`config.mk`:
```
export PLATFORM = sky130hd
export DESIGN_NAME = max_pool_1
export DESIGN_NICKNAME = d
export VERILOG_FILES = /design/src/rtl/cnn_pkg.sv /design/src/rtl/pool_line_buf.sv /design/src/rtl/max_pool_1.sv
export SDC_FILE = /design/constraint.sdc
export NUM_CORES = 2
export LEC_CHECK = 0
export ABC_AREA = 1
export CAP_MARGIN = 0
export CORE_ASPECT_RATIO = 2
export CORE_MARGIN = 1
export CORE_UTILIZATION = 60
export DETAILED_ROUTE_END_ITERATION = 10
export GPL_ROUTABILITY_DRIVEN = 0
export HOLD_SLACK_MARGIN = 0.02
export PLACE_DENSITY_LB_ADDON = 0.25
export REMOVE_ABC_BUFFERS = 1
export SLEW_MARGIN = 20
export SYNTH_ARGS = -nofsm -noshare
export SYNTH_HDL_FRONTEND = slang
export SYNTH_HIERARCHICAL = 1
export SYNTH_SLANG_ARGS = --single-unit
```
`constraint.sdc`:
```
create_clock -name clk -period 7 [get_ports clk]
set_clock_uncertainty 0.05 [all_clocks]
set_input_delay 1.4 -clock clk [delete_from_list [all_inputs] [get_ports clk]]
set_output_delay 1.4 -clock clk [all_outputs]
set_load 0.01 [all_outputs]
```
`src/rtl/cnn_pkg.sv`:
```
// Shared constants for the LeNet front end: sample/bus sizes, layer-1 frame
// dimensions and the pooling stage's state encoding.
package cnn_pkg;

   localparam int DATA_WIDTH      = 16;
   localparam int CH_NUM          = 6;
   localparam int L1_IMG_W        = 28;
   localparam int L1_IMG_H        = 28;
   localparam int L1_POOL_W       = 14;
   localparam int L1_POOL_H       = 14;
   localparam int POOL_ADDR_WIDTH = 16;

   typedef enum logic {
      ST_IDLE = 1'b0,
      ST_RUN  = 1'b1
   } pool_state_t;

endpackage

```
`src/rtl/pool_line_buf.sv`:
```
// Half-width line buffer for 2x2 pooling: one synchronous write port and one
// asynchronous read port sharing a single index (col>>1).
module pool_line_buf #(
   parameter int DEPTH = cnn_pkg::L1_POOL_W,
   parameter int WIDTH = cnn_pkg::DATA_WIDTH * cnn_pkg::CH_NUM,
   parameter int IDX_W = $clog2(DEPTH)
) (
   input  logic             clk,
   input  logic             wr_en,
   input  logic [IDX_W-1:0] idx,
   input  logic [WIDTH-1:0] wr_data,
   output logic [WIDTH-1:0] rd_data
);
   import cnn_pkg::*;

   // No reset: every entry is written on an even row before an odd row reads it.
   logic [WIDTH-1:0] mem [DEPTH];

   always_ff @(posedge clk) begin
      if (wr_en) mem[idx] <= wr_data;
   end

   assign rd_data = mem[idx];

endmodule

```
`src/rtl/max_pool_1.sv`:
```
// 2x2 stride-2 max pooling on a raster 6-channel stream, computed on the fly
// with one hold register and a half-width line buffer.
module max_pool_1 #(
   parameter int DATA_WIDTH = cnn_pkg::DATA_WIDTH,
   parameter int CH_NUM     = cnn_pkg::CH_NUM,
   parameter int IMG_W      = cnn_pkg::L1_IMG_W,
   parameter int IMG_H      = cnn_pkg::L1_IMG_H,
   parameter int ADDR_WIDTH = cnn_pkg::POOL_ADDR_WIDTH
) (
   input  logic                         clk,
   input  logic                         rst_n,
   input  logic                         layer_enable,
   input  logic [DATA_WIDTH*CH_NUM-1:0] in_bus,
   input  logic                         in_wr_en,
   output logic [DATA_WIDTH*CH_NUM-1:0] out_bus,
   output logic                         out_wr_en,
   output logic [ADDR_WIDTH-1:0]        out_addr,
   output logic                         frame_done,
   output logic                         busy
);
   import cnn_pkg::*;

   localparam int BUS_W  = DATA_WIDTH * CH_NUM;
   localparam int COL_W  = $clog2(IMG_W);
   localparam int ROW_W  = $clog2(IMG_H);
   localparam int HALF_W = IMG_W / 2;
   localparam int IDX_W  = COL_W - 1;

   // Handshake: in_wr_en and out_wr_en are valid strobes with no ready; each
   // pulse carries one word that is consumed in that same cycle.
   pool_state_t      state, state_next;
   logic [COL_W-1:0] col;
   logic [ROW_W-1:0] row;
   logic [BUS_W-1:0] hold, lb_rd, max_a, max_y;
   logic [IDX_W-1:0] half_col;
   logic             accept, last_px, lb_wr;

   function automatic logic [BUS_W-1:0] chmax(input logic [BUS_W-1:0] a,
                                              input logic [BUS_W-1:0] b);
      logic [BUS_W-1:0] r;
      r = '0;
      for (int k = 0; k < CH_NUM; k++) begin
         if ($signed(a[k*DATA_WIDTH +: DATA_WIDTH]) > $signed(b[k*DATA_WIDTH +: DATA_WIDTH]))
            r[k*DATA_WIDTH +: DATA_WIDTH] = a[k*DATA_WIDTH +: DATA_WIDTH];
         else
            r[k*DATA_WIDTH +: DATA_WIDTH] = b[k*DATA_WIDTH +: DATA_WIDTH];
      end
      return r;
   endfunction

   // A pixel arriving with layer_enable is dropped: the restart wins.
   assign accept   = (state == ST_RUN) && in_wr_en && !layer_enable;
   assign last_px  = (row == ROW_W'(IMG_H - 1)) && (col == COL_W'(IMG_W - 1));
   assign half_col = col[COL_W-1:1];
   assign lb_wr    = accept && !row[0] && col[0];
   assign busy     = (state == ST_RUN);

   // Only the odd-row/even-col step folds in the line buffer; all others use hold.
   assign max_a = (row[0] && !col[0]) ? lb_rd : hold;
   assign max_y = chmax(max_a, in_bus);

   pool_line_buf #(
      .DEPTH (HALF_W),
      .WIDTH (BUS_W),
      .IDX_W (IDX_W)
   ) u_line_buf (
      .clk     (clk),
      .wr_en   (lb_wr),
      .idx     (half_col),
      .wr_data (max_y),
      .rd_data (lb_rd)
   );

   always_ff @(posedge clk or negedge rst_n) begin
      if (!rst_n) state <= ST_IDLE;
      else        state <= state_next;
   end

   always_comb begin
      state_next = state;
      if (layer_enable)
         state_next = ST_RUN;
      else if (accept && last_px)
         state_next = ST_IDLE;
   end

   always_ff @(posedge clk or negedge rst_n) begin
      if (!rst_n) begin
         col        <= '0;
         row        <= '0;
         hold       <= '0;
         out_bus    <= '0;
         out_wr_en  <= 1'b0;
         out_addr   <= '0;
         frame_done <= 1'b0;
      end else begin
         out_wr_en  <= 1'b0;
         frame_done <= 1'b0;
         if (layer_enable) begin
            col <= '0;
            row <= '0;
         end else if (accept) begin
            case ({row[0], col[0]})
               2'b00:   hold <= in_bus;
               2'b10:   hold <= max_y;
               2'b11: begin
                  out_bus    <= max_y;
                  out_wr_en  <= 1'b1;
                  out_addr   <= ADDR_WIDTH'((32'(row) >> 1) * HALF_W + 32'(half_col));
                  frame_done <= last_px;
               end
               default: ;
            endcase
            if (col == COL_W'(IMG_W - 1)) begin
               col <= '0;
               row <= last_px ? '0 : row + 1'b1;
            end else begin
               col <= col + 1'b1;
            end
         end
      end
   end

endmodule

```
# After elaboration in Yosys (flattened, before gate mapping)
# Memories as Yosys holds them, arrays and structs flattened.
# Cells that the tools add are included.
# classes
add_sub_neg	3
multipliers	1
magnitude_cmp	6
eq_ne	4
mux	25
n_bitwise	1
n_reduce_logical	18
# op_table
operator	n
case mux 96 bit (2 select lines)	1
> comparator 16 bit	6
2-to-1 mux 16 bit	6
2-to-1 mux 96 bit	1
2-to-1 mux 5 bit	7
adder 5 x 1 -> 5 bit (second input constant)	2
equality test 5 bit (second input constant)	2
2-to-1 mux 1 bit	10
adder 8 x 4 -> 9 bit	1
nonzero test 2 bit	4
logical AND 1 bit	7
multiplier 4 x 3 -> 7 bit (second input constant)	1
AND reduction 3 bit	2
equality test 2 bit (second input constant)	2
zero test 1 bit	3
zero test 2 bit	1
AND reduction 2 bit	1
NOT 1 bit	1
# word_totals
ff_bits	221
mem_bits_rw	1344
in_bits	100
output_inout_bits	115
wordCells	67
memories	1
# mem_list
name	words	word_bits	rd	rd_clocked_by_memory_dff	write_ports	line	text
u_line_buf.mem	14	96	1	0	1	pool_line_buf.sv:17	logic [WIDTH-1:0] mem [DEPTH];

# Longest topological paths before layout
# logic_depth
ltp_word	6
ltp_mapped	30
depth_no_buf	26

# Hierarchy
# The synthesis kept the hierarchy.
# modules_own_cells
module	n_inst	cells_per_inst	area_each_um2
pool_line_buf	1	5081	55012.8
max_pool_1	1	2258	15877.7

# Worst setup path before layout
# OpenSTA, ideal clock, no wires.
# synth_timing
path_kind	in2reg
from	input in_wr_en
to	memory u_line_buf/mem[9][0] (netlist name) (enable)
arrival_ns	6.191
t_required_ns	6.398
path_slack_ns	0.207
path_stages	6
path_buffers	0
path_cell_list	nand2_1 nor2_1 inv_1 nor3_1 nand3_1 nor2_1
# synth_between
elab_chain_len	6
# synth_lines
element	line	text
start, declared	max_pool_1.sv:14	input logic in_wr_en,
logical AND 1 bit (2 in series)	max_pool_1.sv:52	assign accept = (state == ST_RUN) && in_wr_en && !layer_enable;
logical AND 1 bit (2 in series)	max_pool_1.sv:55	assign lb_wr = accept && !row[0] && col[0];
via lb_wr	max_pool_1.sv:36	logic accept, last_px, lb_wr;
2-to-1 mux 1 bit	pool_line_buf.sv:20	if (wr_en) mem[idx] <= wr_data;
2-to-1 mux 1 bit (not written as such)	pool_line_buf.sv:20	
end, declared	pool_line_buf.sv:17	
# The timed path passes the listed nets, and every way through them passes these cells.

# Final worst setup path
# layout_timing
from	register col[1]
to	memory u_line_buf/mem[6][49] (netlist name) (data pin)
# layout_between
elab_chain_len	4
# layout_lines
element	line	text
start, declared	max_pool_1.sv:32	logic [COL_W-1:0] col;
start signal, assigned	max_pool_1.sv:118	col <= col + 1'b1;
memory read (14 x 96 bit)	--	
via lb_rd[50]	max_pool_1.sv:34	logic [BUS_W-1:0] hold, lb_rd, max_a, max_y;
2-to-1 mux 96 bit	max_pool_1.sv:59	assign max_a = (row[0] && !col[0]) ? lb_rd : hold;
> comparator 16 bit	max_pool_1.sv:43	if ($signed(a[k*DATA_WIDTH +: DATA_WIDTH]) > $signed(b[k*DATA_WIDTH +: DATA_WIDTH]))
2-to-1 mux 16 bit	max_pool_1.sv:43	
via max_y[49]	max_pool_1.sv:34	
# The timed path passes the listed nets, and every way through them passes these cells.

==> reports/qor.yml <==
status: "complete, no violations"
hp-start: "out_bus[45]$_DFFE_PN0P_"
crit_end: "u_line_buf/mem[6][49]$_DFFE_PP_"
ctsLongestPathBuffers: 3
cts.sinks: 1558
worstPathRequired_ns: 7.43
final_max_slew_viol_count: 0
synth.distinct_cells: 45
clkLatencyLatePin_ns: 0.79
rsz0062_at_grt: "false"
grt_usage_pct: 33.0
critPathLaunch: "col[1]$_DFFE_PN0P_"
grt_pass1_wl_mm: 295
power_density_mw_per_mm2: 335
cap_violations: 0
overflow: 0
fp.dieArea_mm2: 0.120
ys_seq_area_share_pct: 64.5
async_reset_ff_share_pct: 13.7
layout_min_cycle_time_ns: 5.70
reg2reg_to: "u_line_buf/mem[6][49]$_DFFE_PP_"
avgViaCountPerCell: 5.80
grt_max_degree: 225
critPathLaunchType: "register"
port_buffers: 207
nets: 7642
cts_root_buffer: "clkbuf_16"
crit_family: "simple AND/OR/NAND/NOR gates"
cts.clk_slew.worst_paths_ns: 0.07
cts_resized: 0
routed_wl_mm: 196
critPathBufInv: 4
path_cells: "inv_16 > buf_4 > nand2_1 > nand2_1 > nand2_1 > nand2_1 > nand2_1 > nand2_1 > inv_1 > nand2_1 > nand2_1 > nand2_1 > ha_1 > nand2_1 > inv_1 > nand2_1 > nand2_1 > nand2_1 > nand2_1 > nand2_1 > nand3_2 > nand3_4 > nand2_1 > nand2_1"
post_cts_buffers: 0
crit_top_cell: "nand2_1"
drc: 0
rows: 178
fp.dieW_um: 245
ant_nets: 0
grt_pass1_vias: 51900
areaGrowthSynthToFinish_pct: 11.3
num_io_pins: 215
path_depth: 24
synth_top_area_share_pct: 56.9
hold_path.class: "reg -> reg"
htree_levels: 4
synth_enable_flop_cells: 1344
hold_buffers: 0
num_vias: 52600
cts_tree: "done"
hold_viol_final: 0
cts_buffers: 134
antenna_found_initial: 8
synthFlopType: "edfxtp_1"
crit-reg2reg-launch: "col[1]$_DFFE_PN0P_"
p_leak_nw: 34.5
synthTopCellsByCount: "nand2_1 (4025), edfxtp_1 (1344), nor2_1 (258), inv_1 (248), a21oi_1 (228)"
ys_warn_count: 6
drt-pass1-iter-count: 6
slowest_stage: "dfrtp_4"
synth_area_mm2: 0.0709
post_drt_wl_per_cell_um: 21.6
layout-drive-gt1-share_pct: 7.07
vdd_drop_max_v: 0.000327
reg2regPathDepth: 24
tns_ns: 0
floorplan.initialDensity_pct: 60.4
cpPeakStageDelay_ns: 0.74
critical_path_class: "reg -> reg"
reg2reg_slack_ns: 1.30
path_max_fanout: 224
synth_area_per_cell_um2: 9.66
synth.most_common_cell: "nand2_1"
relSlewSlack_pct: 25.9
core_area_mm2: 0.117
dp_hpwl_mm: 111
synth_top_cells_by_area: "edfxtp_1 (57%), nand2_1 (21%), dfrtp_1 (7.6%)"
min_period_over_period_pct: 81.4
syn_inst: 7339
drt_iter0_markers: 5510
total_power_w: 0.0264
setup_viol: 0
yosysTopAreaCell: "edfxtp_1"
fmax_ghz: 0.175
die_y_um: 488
worst_slew_pin_slew_ns: 1.11
timing.critical_path.to_type: "register"
synth-seq-cells: 1558
arrival_ns: 6.14
==> worst min-delay path, cell delays in order, from the launching register on <==
cell and delay, ns:
dfrtp_1 0.34, nand2_1 0.05, nand2_1 0.05
==> cell families (layout without fill, tap and decap cells) <==
logic type,after synthesis,after routing,share of synthesized area (%)
XOR/XNOR,3,3,0.0371
buffers and inverters,626,820,4.14
AND/OR/NAND/NOR,4774,4774,27.3
AO/OA/AOI/OAI,263,263,1.92
flip-flops,1558,1558,64.5
adder cells (fa/ha/maj),114,114,2.07
other,1,9,0.00529
==> flip-flops by register name, indices dropped and copies added, names as in the netlist <==
name,count
col,5
out_wr_en,1
u_line_buf/mem,1344
row,5
frame_done,1
out_addr,9
out_bus,96
hold,96
busy,1
==> cells in the final DEF (no fill, tap or decap), types with 79 or more instances in the layout <==
| cell type | Yosys | routed |
|---|---|---|
| inv_1 | 248 | 248 |
| a21oi_1 | 228 | 228 |
| nand3_1 | 112 | 112 |
| nand2_1 | 4025 | 4024 |
| nor2_1 | 258 | 244 |
| nor3_1 | 102 | 102 |
| ha_1 | 109 | 109 |
| clkdlybuf4s50_1 | 0 | 206 |
| nand4_1 | 94 | 94 |
| dfrtp_1 | 214 | 212 |
| nand2_2 | 79 | 79 |
| clkbuf_16 | 0 | 138 |
| edfxtp_1 | 1344 | 1344 |
==> how the worst min path moves through the flow <==
stage / to / slack (ns) / depth (start not counted)
floorplan: hold[0]$_DFFE_PN0P_ / 0.39 / 2
global placement: hold[0]$_DFFE_PN0P_ / 0.40 / 2
detailed placement: hold[16]$_DFFE_PN0P_ / 0.41 / 2
CTS: hold[48]$_DFFE_PN0P_ / 0.43 / 2
global route: out_bus[60]$_DFFE_PN0P_ / 0.44 / 2
finish: out_bus[45]$_DFFE_PN0P_ / 0.43 / 2
==> metrics by stage <==
stage                     setup WS, ns  hold WS (ns)  util, %  cell area, µm²  instances
after floorplan                 -18.35         0.391        -           68900       6976
after global placement            1.60         0.404     63.4           74400       8819
after detailed placement          1.45         0.408     63.4           74400       8820
after CTS                         1.42         0.429     67.2           78800       9067
after global routing              1.00         0.443     67.2           78900       9071
final                             1.30         0.428     67.2           78900       9071
==> layer usage <==
metal / wire length [µm] / track usage, % / part of all wire [%]
met3: 17100 / 5.10 / 8.7
met1: 69200 / 39.0 / 35
met4: 10600 / 18.1 / 5.4
met5: 83 / 0 / 0.042
met2: 99000 / 57.5 / 51
==> power by group <==
group          internal, W  switching (W)  total [W]
Clock              0.00414        0.00345    0.00759
Combinational      0.00171        0.00455    0.00626
Sequential          0.0122       0.000329     0.0126
Total               0.0181        0.00833     0.0264
==> cell type report <==
| cell class | instances | area, µm² |
|---|---|---|
| timing repair buffer | 316 | 3460 |
| clock inverter | 78 | 731 |
| multi-input combinational | 5161 | 22400 |
| sequential | 1558 | 45700 |
| clock buffer | 169 | 3680 |
| tap | 1530 | 1910 |
| antenna | 2 | 5.00 |
| fill | 8553 | 38500 |
| inverter | 257 | 998 |
Note: power is estimated with default switching activity, not from simulation.
